File: src/rtl/life_event_ctrl_if.sv
// Signal bundle between collision/pickup logic, the lives counter and life_event_ctrl.
// GAME_PAUSE_EN adds the pause level input.
interface life_event_ctrl_if #(
    parameter int N_SRC = 4
);
    logic             start;
    logic [N_SRC-1:0] hit_req;
    logic [N_SRC-1:0] hit_ack;
    logic             pickup_req;
    logic             pickup_ack;
    logic [1:0]       lives_counter;
    logic             lose_game;
    logic             lose_life;
    logic             extralife;
    logic             powerup;
    logic             lives_reset;
    logic [1:0]       state;
    logic             invuln;
`ifdef GAME_PAUSE_EN
    logic             pause;
`endif

    // Game-side requesters and the lives counter drive the controller.
    modport master (
        output start, hit_req, pickup_req, lives_counter, lose_game,
`ifdef GAME_PAUSE_EN
        output pause,
`endif
        input  hit_ack, pickup_ack, lose_life, extralife, powerup, lives_reset, state, invuln
    );

    modport slave (
        input  start, hit_req, pickup_req, lives_counter, lose_game,
`ifdef GAME_PAUSE_EN
        input  pause,
`endif
        output hit_ack, pickup_ack, lose_life, extralife, powerup, lives_reset, state, invuln
    );
endinterface

File: src/rtl/life_event_ctrl.sv
// Game-flow controller: round-robin hit arbitration, pickup pulses, invulnerability window.
// Optional GAME_PAUSE_EN adds a pause input that freezes PLAY/RESPAWN progress.
module life_event_ctrl #(
    parameter int N_SRC         = 4,
    parameter int INVULN_FRAMES = 120,
    parameter int TMR_W         = 8
) (
    input  logic              frame_clk,
    input  logic              Reset_n,
    life_event_ctrl_if.slave  bus
);
    localparam int PTR_W = (N_SRC > 1) ? $clog2(N_SRC) : 1;

    typedef enum logic [1:0] {
        S_IDLE    = 2'd0,
        S_PLAY    = 2'd1,
        S_RESPAWN = 2'd2,
        S_OVER    = 2'd3
    } state_t;

    state_t             state_q, state_d;
    logic [TMR_W-1:0]   timer_q, timer_d;
    logic [PTR_W-1:0]   rr_ptr_q, rr_ptr_d;
    logic [N_SRC-1:0]   hit_ack_q, hit_ack_d;
    logic               lose_life_q, lose_life_d;
    logic               pickup_q, pickup_d;
    logic               lives_reset_q, lives_reset_d;

    logic               grant_vld;
    logic [PTR_W-1:0]   grant_idx;
    logic [N_SRC-1:0]   grant_oh;
    logic               loss;
    logic               paused;

    assign loss = bus.lose_game | (bus.lives_counter == 2'd0);

`ifdef GAME_PAUSE_EN
    assign paused = bus.pause;
`else
    assign paused = 1'b0;
`endif

    // Search starts one past the last winner so every source gets a turn.
    always_comb begin
        int           cand;
        logic [PTR_W-1:0] cand_idx;
        grant_vld = 1'b0;
        grant_idx = '0;
        cand      = 0;
        cand_idx  = '0;
        for (int off = 1; off <= N_SRC; off++) begin
            cand = int'(rr_ptr_q) + off;
            if (cand >= N_SRC) begin
                cand = cand - N_SRC;
            end
            cand_idx = PTR_W'(cand);
            if (!grant_vld && bus.hit_req[cand_idx]) begin
                grant_vld = 1'b1;
                grant_idx = cand_idx;
            end
        end
    end

    generate
        for (genvar gi = 0; gi < N_SRC; gi++) begin : g_grant_oh
            assign grant_oh[gi] = grant_vld && (grant_idx == PTR_W'(gi));
        end
    endgenerate

    always_comb begin
        state_d       = state_q;
        timer_d       = timer_q;
        rr_ptr_d      = rr_ptr_q;
        hit_ack_d     = '0;
        lose_life_d   = 1'b0;
        pickup_d      = 1'b0;
        lives_reset_d = 1'b0;

        case (state_q)
            S_IDLE: begin
                if (bus.start) begin
                    state_d = S_PLAY;
                end
            end
            S_PLAY, S_RESPAWN: begin
                if (loss) begin
                    state_d = S_OVER;
                end else if (!paused) begin
                    if (grant_vld) begin
                        hit_ack_d = grant_oh;
                        rr_ptr_d  = grant_idx;
                    end
                    if (state_q == S_PLAY) begin
                        // A real hit takes the cycle; a concurrent pickup is served next cycle.
                        if (grant_vld) begin
                            lose_life_d = 1'b1;
                            timer_d     = TMR_W'(INVULN_FRAMES);
                            state_d     = S_RESPAWN;
                        end else begin
                            pickup_d = bus.pickup_req;
                        end
                    end else begin
                        pickup_d = bus.pickup_req;
                        if (timer_q <= TMR_W'(1)) begin
                            timer_d = '0;
                            state_d = S_PLAY;
                        end else begin
                            timer_d = timer_q - TMR_W'(1);
                        end
                    end
                end
            end
            S_OVER: begin
                if (bus.start) begin
                    lives_reset_d = 1'b1;
                    state_d       = S_IDLE;
                end
            end
            default: begin
                state_d = S_IDLE;
            end
        endcase
    end

    always_ff @(posedge frame_clk or negedge Reset_n) begin
        if (!Reset_n) begin
            state_q       <= S_IDLE;
            timer_q       <= '0;
            rr_ptr_q      <= PTR_W'(N_SRC - 1);
            hit_ack_q     <= '0;
            lose_life_q   <= 1'b0;
            pickup_q      <= 1'b0;
            lives_reset_q <= 1'b0;
        end else begin
            state_q       <= state_d;
            timer_q       <= timer_d;
            rr_ptr_q      <= rr_ptr_d;
            hit_ack_q     <= hit_ack_d;
            lose_life_q   <= lose_life_d;
            pickup_q      <= pickup_d;
            lives_reset_q <= lives_reset_d;
        end
    end

    assign bus.hit_ack     = hit_ack_q;
    assign bus.lose_life   = lose_life_q;
    assign bus.pickup_ack  = pickup_q;
    assign bus.extralife   = pickup_q;
    assign bus.powerup     = pickup_q;
    assign bus.lives_reset = lives_reset_q;
    assign bus.state       = state_q;
    assign bus.invuln      = (state_q == S_RESPAWN);

endmodule

File: src/flat_wrapper.sv
// flat-port wrapper written by rule: the top's interface ports become plain ports
module life_event_ctrl_flat 
#(
    parameter int N_SRC         = 4,
    parameter int INVULN_FRAMES = 120,
    parameter int TMR_W         = 8
)
  (frame_clk, Reset_n, bus_start, bus_hit_req, bus_pickup_req, bus_lives_counter, bus_lose_game, bus_hit_ack, bus_pickup_ack, bus_lose_life, bus_extralife, bus_powerup, bus_lives_reset, bus_state, bus_invuln);
  life_event_ctrl_if #(.N_SRC(N_SRC)) bus_i ();
  input  logic frame_clk;
  input  logic Reset_n;
  input wire logic [$bits(bus_i.start)-1:0] bus_start;
  input wire logic [$bits(bus_i.hit_req)-1:0] bus_hit_req;
  input wire logic [$bits(bus_i.pickup_req)-1:0] bus_pickup_req;
  input wire logic [$bits(bus_i.lives_counter)-1:0] bus_lives_counter;
  input wire logic [$bits(bus_i.lose_game)-1:0] bus_lose_game;
  output wire logic [$bits(bus_i.hit_ack)-1:0] bus_hit_ack;
  output wire logic [$bits(bus_i.pickup_ack)-1:0] bus_pickup_ack;
  output wire logic [$bits(bus_i.lose_life)-1:0] bus_lose_life;
  output wire logic [$bits(bus_i.extralife)-1:0] bus_extralife;
  output wire logic [$bits(bus_i.powerup)-1:0] bus_powerup;
  output wire logic [$bits(bus_i.lives_reset)-1:0] bus_lives_reset;
  output wire logic [$bits(bus_i.state)-1:0] bus_state;
  output wire logic [$bits(bus_i.invuln)-1:0] bus_invuln;
  assign bus_i.start = bus_start;
  assign bus_i.hit_req = bus_hit_req;
  assign bus_i.pickup_req = bus_pickup_req;
  assign bus_i.lives_counter = bus_lives_counter;
  assign bus_i.lose_game = bus_lose_game;
  assign bus_hit_ack = bus_i.hit_ack;
  assign bus_pickup_ack = bus_i.pickup_ack;
  assign bus_lose_life = bus_i.lose_life;
  assign bus_extralife = bus_i.extralife;
  assign bus_powerup = bus_i.powerup;
  assign bus_lives_reset = bus_i.lives_reset;
  assign bus_state = bus_i.state;
  assign bus_invuln = bus_i.invuln;
  life_event_ctrl #(.N_SRC(N_SRC), .INVULN_FRAMES(INVULN_FRAMES), .TMR_W(TMR_W)) u_core (.frame_clk(frame_clk), .Reset_n(Reset_n), .bus(bus_i));
endmodule
File: config.mk
export PLATFORM = sky130hd
export DESIGN_NAME = life_event_ctrl_flat
export DESIGN_NICKNAME = d
export VERILOG_FILES = /design/src/rtl/life_event_ctrl_if.sv /design/src/rtl/life_event_ctrl.sv /design/src/flat_wrapper.sv
export SDC_FILE = /design/constraint.sdc
export NUM_CORES = 1
export LEC_CHECK = 0
export ABC_AREA = 1
export ABC_CLOCK_PERIOD_IN_PS = 3550
export BUFFER_PORTS_ARGS = -buffer_cell sky130_fd_sc_hd__buf_2
export CAP_MARGIN = 40
export CORE_MARGIN = 10
export CORE_UTILIZATION = 62
export CTS_BUF_LIST = sky130_fd_sc_hd__clkbuf_4
export CTS_CLUSTER_DIAMETER = 30
export DETAILED_ROUTE_END_ITERATION = 10
export GPL_ROUTABILITY_DRIVEN = 0
export PLACE_DENSITY_LB_ADDON = 0.25
export SLEW_MARGIN = 30
export SYNTH_ARGS = -nofsm -noshare
export SYNTH_HDL_FRONTEND = slang
export SYNTH_SLANG_ARGS = --single-unit
File: constraint.sdc
create_clock -name frame_clk -period 3.55 [get_ports frame_clk]
set_input_delay 0.71 -clock frame_clk [delete_from_list [all_inputs] [get_ports frame_clk]]
set_output_delay 0.71 -clock frame_clk [all_outputs]
set_load 0.005 [all_outputs]
==> flow_metrics.tcl, run 1 <==
set metrics [dict create \
    rsz0062_at_grt "false" \
    skew_ps 8.84 \
    cp.required_ps 2840 \
    instances_no_fill 234 \
    synth_area_sq_um 1370 \
    hold_viol 0 \
    tightest_slew_ps 413 \
    rr_worst_depth 9 \
    syn_inst 184 \
    ys_types 30 \
    synth_nets 201 \
    drive_gt1_share_pct 25.6 \
    final_antenna_net_count 0 \
    post-route-period-util_pct 53.1 \
    drt_iter0_drc 46 \
    final_common_cell "nand2_1" \
    reg2reg_to "u_core.bus.state[1]$_DFFE_PN0P_" \
    period_minus_slack_ps 1880 \
    cts_buffer_depth 2 \
    drv_slew 0 \
    grt_pass1_wl_microns 4870 \
    layout_common_cells "nand2_1 (52), nor2_1 (25), buf_2 (22)" \
    crit-reg2reg-launch "u_core.bus.state[1]$_DFFE_PN0P_" \
    power_density_nw_per_um2 922 \
    root_buffer "clkbuf_4" \
    cp.arrival_ps 1170 \
    syn2layout_area_growth_pct 10.6 \
    peakVddDrop_mv 0.617 \
    max-cap-violations 0 \
    worst-path-max-fanout 5 \
    wl_per_cell_microns 12.3 \
    start_util_pct 67.2 \
    h-tree-depth 1 \
    status "complete, no violations" \
    drtPass1Iterations 4 \
    drt-vias-per-instance 5.25 \
    grt_usage_pct 13.4 \
    grt.overflow.total 0 \
    drc 0 \
    finalSetupTns_ps 0 \
    place_ws_ps 1600 \
    die_h_microns 67.1 \
    nets 225 \
    num_antenna_cells 0 \
    p_leak_nw 0.872 \
    hpwl_microns 2370 \
    wl_microns 2870 \
    cts_tree "built" \
    fmax_ghz 0.531 \
    hold_slack_ps 327 \
    grt_max_degree 20 \
    dieWidth_microns 67.1 \
    synth_seq_cells 19 \
    dr_total_vias 1228 \
    path_clk_slew_ps 110 \
    dp.cells 230 \
    grt_antenna_before_repair 0 \
    ys.warnings.count 0 \
    ios 23 \
    setup_violations 0 \
    core_area_sq_um 2040 \
    die_area_sq_um 4500 \
    critPathCaptureType "output pin" \
    synth.avg_cell_area_sq_um 7.46 \
    cts_setup_buffers 0 \
    io_buffers 22 \
    slew_headroom_pct 72.5 \
    cp-start-kind "flop" \
    critPathKind "reg2out" \
    min_path_type "in2async" \
    numCtsBuffers 3 \
    clock_latency_ps 300 \
    ys_seq_area_share_pct 34.8 \
    postCtsHoldBufs 0 \
    finalPower_w 0.00140 \
    fin_ws_ps 1670 \
    clock_sinks 19 \
    placementRows 16 \
    grt_pass1_vias 1133 \
    r2r_slack_ps 1700 \
    ctsResizeCount 0 \
]
power breakdown:
part           switching [W]  leakage (nW)  total [W]  internal, W
Sequential         0.0000921         0.242   0.000403     0.000311
Combinational       0.000571         0.612   0.000892     0.000321
Clock              0.0000636        0.0177   0.000106    0.0000420
Total               0.000726         0.872    0.00140     0.000673
worst max-delay path by stage:
stage                               startpoint                               to  depth (start not counted)
6_report       u_core.bus.state[0]$_DFFE_PN0P_                       bus_invuln                          3
3_3_place_gp                     bus_lose_game  u_core.bus.state[1]$_DFFE_PN0P_                          8
4_1_cts        u_core.bus.state[0]$_DFFE_PN0P_                       bus_invuln                          3
3_5_place_dp                     bus_lose_game  u_core.bus.state[1]$_DFFE_PN0P_                          8
2_1_floorplan                    bus_lose_game  u_core.bus.state[1]$_DFFE_PN0P_                          7
5_1_grt        u_core.bus.state[1]$_DFFE_PN0P_  u_core.bus.state[0]$_DFFE_PN0P_                          9
synth_stat cells, drive strengths merged:
| library cell | count | area [sq um] |
|---|---|---|
| a21o | 1 | 7.51 |
| buf | 3 | 26.3 |
| dfstp | 2 | 52.6 |
| o21bai | 1 | 7.51 |
| nand4 | 1 | 6.26 |
| inv | 25 | 104 |
| a21boi | 1 | 7.51 |
| xor2 | 3 | 26.3 |
| a21oi | 2 | 13.8 |
| nand3 | 18 | 108 |
| ha | 6 | 75.1 |
| nand2 | 67 | 333 |
| nor2 | 26 | 114 |
| o211ai | 1 | 7.51 |
| o21ai | 9 | 52.6 |
| dfrtp | 17 | 425 |
| a31oi | 1 | 6.26 |
layout make-up:
| class | count | area (sq um) |
|---|---|---|
| sequential | 19 | 478 |
| timing repair buffer | 22 | 110 |
| clock inverter | 1 | 5.00 |
| tap | 27 | 33.8 |
| inverter | 25 | 104 |
| clock buffer | 3 | 22.5 |
| multi-input combinational | 137 | 764 |
| fill | 167 | 524 |
cell families (layout without fill, tap and decap cells):
logic type	after synthesis	count (layout)	synth area share [%]
AO/OA/AOI/OAI	16	16	7.48
XOR/XNOR	3	3	1.91
adder cells (fa/ha/maj)	6	6	5.47
buffers and inverters	28	51	9.48
flip-flops	19	19	34.8
AND/OR/NAND/NOR	112	112	40.8
metal layers:
| metal | wire length, microns | share of wire, % | track usage (%) | up-vias |
|---|---|---|---|---|
| met4 | 15 | 0.52 | 2.31 | 0 |
| li1 | - | - | - | 622 |
| met5 | 0 | 0 | 0 | - |
| met1 | 1210 | 42 | 15.7 | 554 |
| met2 | 1350 | 47 | 22.9 | 48 |
| met3 | 298 | 10 | 5.35 | 4 |
critical path, cell delays in order, from the launching register on:
cell	delay, ps
dfrtp_1	450
inv_1	90
ha_1	210
buf_2	130
through the flow:
step / area [sq um] / util [%]
floorplan: 1370 / -
global placement: 1490 / 73.0
detailed placement: 1490 / 73.0
CTS: 1520 / 74.3
global route: 1520 / 74.3
finish: 1520 / 74.3
sequential cells by signal, summed over array words and instances (netlist names):
register and count:
u_core.timer_q 8, u_core.bus.lives_reset 1, u_core.bus.lose_life 1, u_core.rr_ptr_q 2, u_core.bus.extralife 1, u_core.bus.state 2, u_core.bus.hit_ack 4
Power figures use the tool's default switching activity.
==> run 2, diff against run 1 <==
--- a/config.mk
+++ b/config.mk
@@ -6,11 +6,11 @@
 export NUM_CORES = 1
 export LEC_CHECK = 0
 export ABC_AREA = 1
-export ABC_CLOCK_PERIOD_IN_PS = 3550
+export ABC_CLOCK_PERIOD_IN_PS = 1610
 export BUFFER_PORTS_ARGS = -buffer_cell sky130_fd_sc_hd__buf_2
 export CAP_MARGIN = 40
 export CORE_MARGIN = 10
-export CORE_UTILIZATION = 62
+export CORE_UTILIZATION = 52
 export CTS_BUF_LIST = sky130_fd_sc_hd__clkbuf_4
 export CTS_CLUSTER_DIAMETER = 30
 export DETAILED_ROUTE_END_ITERATION = 10
==> constraint.sdc (replaced) <==
create_clock -name frame_clk -period 1.61 [get_ports frame_clk]
set_input_delay 0.322 -clock frame_clk [delete_from_list [all_inputs] [get_ports frame_clk]]
set_output_delay 0.322 -clock frame_clk [all_outputs]
set_load 0.005 [all_outputs]
==> run 2 against run 1 <==
Compared with the run above: the run now ends with negative setup slack left; global-route usage down 0.67 points; clock skew down 3.2 ps; register-to-register slack worse by 1800 ps; critical path depth up 9; combinational power rose to 3.4 times the previous value; non-clock buffer count up 22; core utilization up 1.3 points; critical endpoint is now u_core.timer_q[5]$_DFFE_PN0P_.
==> flow_metrics.tcl, run 2 (synthesis gave the netlist of run 1 again) <==
set metrics [dict create \
    cpLargestDelayFamily "simple AND/OR/NAND/NOR gates" \
    setup_violations 18 \
    cp-start-kind "flop" \
    grt_usage_pct 12.8 \
    clock_sinks 19 \
    rsz0062_at_grt "true" \
    num_antenna_cells 0 \
    slowest_stage "dfstp_2" \
    syn2layout_area_growth_pct 37.8 \
    fmax_ghz 0.574 \
    p_leak_nw 1.05 \
    crit_path_max_incr_delay_ps 580 \
    nets 247 \
    drt-vias-per-instance 5.18 \
    drtPass1Iterations 4 \
    grt_pass1_vias 1334 \
    multi_input_area_sq_um 928 \
    status "finished, violations left" \
    fillers 159 \
    peakVddDrop_mv 1.33 \
    period_minus_slack_ps 1740 \
    regArea_sq_um 478 \
    layout_common_cells "nand2_1 (31), buf_2 (22), inv_1 (21)" \
    post-route-util_pct 75.7 \
    final_antenna_net_count 0 \
    start_util_pct 54.9 \
    drv_slew 0 \
    power_density_nw_per_um2 2210 \
    min_path_cells 3 \
    max-cap-violations 0 \
    hpwl_microns 2440 \
    crit_chain "buf_12, inv_12, nand2_2, nand2_2, nand2_4, nand2_4, nor2_8, nand3_4, nand2_8, nand2_8, nand2_2, nand2_1" \
    path_buf_inv 2 \
    placementRows 18 \
    critPathKind "reg2reg" \
    ios 23 \
    cp.arrival_ps 1950 \
    grt_pass1_wl_microns 5630 \
    dieWidth_microns 71.4 \
    wl_microns 3780 \
    cp.required_ps 1810 \
    dr_total_vias 1342 \
    min_path_type "in2reg" \
    top_register "u_core.timer_q" \
    drt_iter0_drc 79 \
    place_ws_ps -127 \
    die_h_microns 71.4 \
    cts_tree "built" \
    path_clk_slew_ps 120 \
    grt_max_degree 20 \
    grt_antenna_before_repair 0 \
    drc 0 \
    crit_top_cell "nand2_2" \
    final_common_cell "nand2_1" \
    post-route-period-util_pct 108 \
    cts_buffer_depth 2 \
    root_buffer "clkbuf_4" \
    h-tree-depth 1 \
    dp.cells 245 \
    instances_no_fill 259 \
    core_area_sq_um 2500 \
    hold_viol 0 \
    skew_ps 5.67 \
    drive_gt1_share_pct 47.2 \
    critPathCaptureType "flop" \
    io_buffers 22 \
    slew_headroom_pct 71.5 \
    tightest_slew_ps 428 \
    grt.overflow.total 0 \
    wl_per_cell_microns 14.6 \
    rr_worst_depth 12 \
    numCtsBuffers 3 \
    worst-path-max-fanout 9 \
    die_area_sq_um 5090 \
    path_depth 12 \
    fin_ws_ps -133 \
    clock_latency_ps 300 \
    violations "negative setup slack" \
    largest_reg_flops 8 \
]
[run 2: cell types whose count changed in the layout (fill, tap and decap cells not counted), moves of 2 or more]
cell and delta:
buf_12 +2, buf_4 +18, nand2_1 -21, nand2_2 +12, nand2_4 +8, nand3_1 -6
nand3_2 +5, nor2_1 -5, nor2_2 +5
[run 2: what timing repair did]
action | CTS | global route
setup buffers | 4 | 5
hold buffers | 1 | 0
endpoints found under the hold margin | 17 | 0
endpoints found under the setup margin | 16 | 17
gates resized for setup | 21 | 30
pin swaps | 2 | 9
[run 2: final timing paths]
kind | endpoint | start | slack [ps]
worst max-delay path | u_core.timer_q[5]$_DFFE_PN0P_ | u_core.rr_ptr_q[0]$_DFFE_PN1P_ | -130
worst min-delay path | u_core.bus.lives_reset$_DFF_PN0_ | bus_start | 230
worst max register to register | u_core.timer_q[5]$_DFFE_PN0P_ | u_core.rr_ptr_q[0]$_DFFE_PN1P_ | -130
worst min register to register | u_core.timer_q[7]$_DFFE_PN0P_ | u_core.timer_q[7]$_DFFE_PN0P_ | 560
max in group asynchronous | u_core.rr_ptr_q[0]$_DFFE_PN1P_ | Reset_n | 810
min in group asynchronous | u_core.bus.hit_ack[1]$_DFF_PN0_ | Reset_n | 470
[run 2: final cells by class]
class	instances	share of cell area (%)
timing repair buffer	44	16.2
inverter	25	5.89
tap	30	1.98
multi-input combinational	137	49.1
clock buffer	4	1.59
sequential	19	25.3
[run 2: worst min-delay path: cells and delay by family]
family,cells,cell delay (ps)
buffers and inverters,2,140
AND/OR/NAND/NOR,1,50
[run 2: metrics by stage]
step	TNS, ps	cell area [sq um]	power (W)	hold WS (ps)
after floorplan	0	1370	0.00245	26.4
after global placement	-368	1600	0.00302	277
after detailed placement	-1160	1600	0.00310	285
after CTS	-385	1750	0.00363	237
after global routing	-2780	1890	0.00451	254
final	-1590	1890	0.00418	230
[run 2: power by group]
group	switching, W	total [W]	internal, W
registers	0.000165	0.000848	0.000683
logic	0.00180	0.00306	0.00126
clock network	0.000159	0.000273	0.000113
[run 2: per-layer routing]
metal / vias up / global-route usage [%] / part of all wire [%]
met5: - / 0 / 0
li1: 668 / - / -
met3: 9 / 3.72 / 5.9
met4: 0 / 2.80 / 1.6
met2: 45 / 21.9 / 49
met1: 620 / 15.4 / 43
==> run 3, diff against run 2 <==
--- a/config.mk
+++ b/config.mk
@@ -7,7 +7,7 @@
 export LEC_CHECK = 0
 export ABC_AREA = 1
 export ABC_CLOCK_PERIOD_IN_PS = 1610
-export BUFFER_PORTS_ARGS = -buffer_cell sky130_fd_sc_hd__buf_2
+export BUFFER_PORTS_ARGS = -buffer_cell sky130_fd_sc_hd__clkbuf_2
 export CAP_MARGIN = 40
 export CORE_MARGIN = 10
 export CORE_UTILIZATION = 52
==> run 3 against run 2 <==
Compared with the run above: the run still ends with negative setup slack left; via count increased by 2.3%; global-route usage increased by 1.0 points; non-clock buffer count increased by 2; power decreased by 0.14%.
==> flow_metrics.tcl, run 3 (synthesis gave the netlist of run 1 again) <==
set metrics [dict create \
    fmax_ghz 0.580 \
    finalSetupTns_ps -1500 \
    root_buffer "clkbuf_4" \
    peakVddDrop_mv 1.46 \
    grt.overflow.total 0 \
    status "finished, violations left" \
    rsz0062_at_grt "true" \
    worst-path-max-fanout 9 \
    wl_microns 3810 \
    hold_viol 0 \
    final_antenna_net_count 0 \
    finalPower_w 0.00417 \
    min_path_type "in2reg" \
    tightest_slew_ps 492 \
    grt_antenna_before_repair 0 \
    h-tree-depth 1 \
    grt_pass1_wl_microns 6020 \
    cts_tree "built" \
    layout_common_cells "nand2_1 (33), clkbuf_2 (22), inv_1 (21)" \
    syn2layout_area_growth_pct 38.3 \
    fillers 166 \
    nets 249 \
    crit_chain "buf_12, inv_8, nand2_4, nand2_4, nand2_4, nand2_4, nor2_8, nand3_4, nand2_8, nand2_8, nand2_2, nand2_1" \
    critPathKind "reg2reg" \
    cp-start-kind "flop" \
    period_minus_slack_ps 1720 \
    drt-vias-per-instance 5.26 \
    clock_latency_ps 310 \
    r2r_slack_ps -110 \
    stdcell_area_sq_um 1900 \
    fin_ws_ps -114 \
    num_antenna_cells 0 \
    ios 23 \
    power_density_nw_per_um2 2200 \
    regArea_sq_um 478 \
    core_area_sq_um 2500 \
    slew_headroom_pct 67.2 \
    drc 0 \
    crit_top_cell "nand2_4" \
    p_leak_nw 1.05 \
    crit_path_max_incr_delay_ps 590 \
    io_buffers 22 \
    clock_sinks 19 \
    wl_per_cell_microns 14.6 \
    final_common_cell "nand2_1" \
    top_register "u_core.timer_q" \
    drtPass1Iterations 4 \
    grt_usage_pct 13.8 \
    critPathCaptureType "flop" \
    cp.required_ps 1820 \
    drt_iter0_drc 88 \
    place_area_sq_um 1600 \
    placementRows 18 \
    post-route-period-util_pct 107 \
    die_h_microns 71.4 \
    hpwl_microns 2530 \
    grt_max_degree 20 \
    slowest_stage "dfstp_2" \
    skew_ps 6.35 \
    dp.cells 246 \
    grt_pass1_vias 1390 \
    dr_total_vias 1373 \
    cp.arrival_ps 1930 \
    numCtsBuffers 3 \
    instances_no_fill 261 \
    max-cap-violations 0 \
    path_clk_slew_ps 120 \
    violations "negative setup slack" \
    largest_reg_flops 8 \
    start_util_pct 54.9 \
    hold_slack_ps 225 \
    cts_buffer_depth 2 \
    die_area_sq_um 5090 \
    setup_violations 17 \
    drive_gt1_share_pct 46.3 \
    multi_input_area_sq_um 930 \
    drv_slew 0 \
    dieWidth_microns 71.4 \
]
[run 3: cell types whose count changed in the layout (fill, tap and decap cells not counted), moves of 2 or more]
| cell | before | now |
|---|---|---|
| buf_2 | 22 | 0 |
| nand2_4 | 14 | 16 |
| clkbuf_2 | 0 | 22 |
| nand2_1 | 31 | 33 |
| nand3_1 | 10 | 12 |
| buf_4 | 18 | 20 |
| nand2_2 | 20 | 16 |
[run 3: cell type report]
cell class                 instances  share of cell area, %
multi-input combinational        137                   49.0
sequential                        19                   25.2
timing repair buffer              46                   16.9
inverter                          25                   5.47
tap                               30                   1.98
clock buffer                       3                   1.19
clock inverter                     1                  0.264
[run 3: metrics by stage]
stage	setup WS [ps]	util [%]
finish	-114	75.9
global route	-197	75.9
CTS	-49.3	71.0
detailed placement	-153	64.2
global placement	-82.4	64.2
floorplan	41.1	-
[run 3: final timing paths]
| kind | endpoint | cells after the start | start |
|---|---|---|---|
| max | u_core.timer_q[3]$_DFFE_PN0P_ | 12 | u_core.rr_ptr_q[0]$_DFFE_PN1P_ |
| min | u_core.bus.lives_reset$_DFF_PN0_ | 3 | bus_start |
| max reg2reg | u_core.timer_q[3]$_DFFE_PN0P_ | 12 | u_core.rr_ptr_q[0]$_DFFE_PN1P_ |
| min reg2reg | u_core.timer_q[0]$_DFFE_PN0P_ | 1 | u_core.timer_q[0]$_DFFE_PN0P_ |
| max in group asynchronous | u_core.rr_ptr_q[0]$_DFFE_PN1P_ | 2 | Reset_n |
| min in group asynchronous | u_core.bus.hit_ack[0]$_DFF_PN0_ | 2 | Reset_n |
[run 3: routing by layer]
layer	track usage (%)	up-vias	wire, microns
met5	0	-	0
met3	4.68	7	254
met4	2.37	0	43
met1	15.7	654	1590
met2	24.4	48	1920
li1	-	664	-
[run 3: worst max-delay path, delay by kind of cell, from the launching register on]
kind / cells / cell delay (ps)
simple gates: 10 / 830
flops: 1 / 590
buf+inv: 2 / 180
[run 3: timing repair]
item,4_1_cts,5_1_grt
endpoints found under the setup margin,17,17
hold buffers,1,0
gates cloned,0,0
setup buffers,5,5
pin swaps,9,4
gates resized for setup,27,21
hold endpoints to repair,17,0
[run 3: power breakdown]
part	leakage (nW)	total, W	switching, W	internal, W
Clock	0.0177	0.000257	0.000164	0.0000928
Combinational	0.788	0.00307	0.00179	0.00127
Sequential	0.242	0.000849	0.000165	0.000684
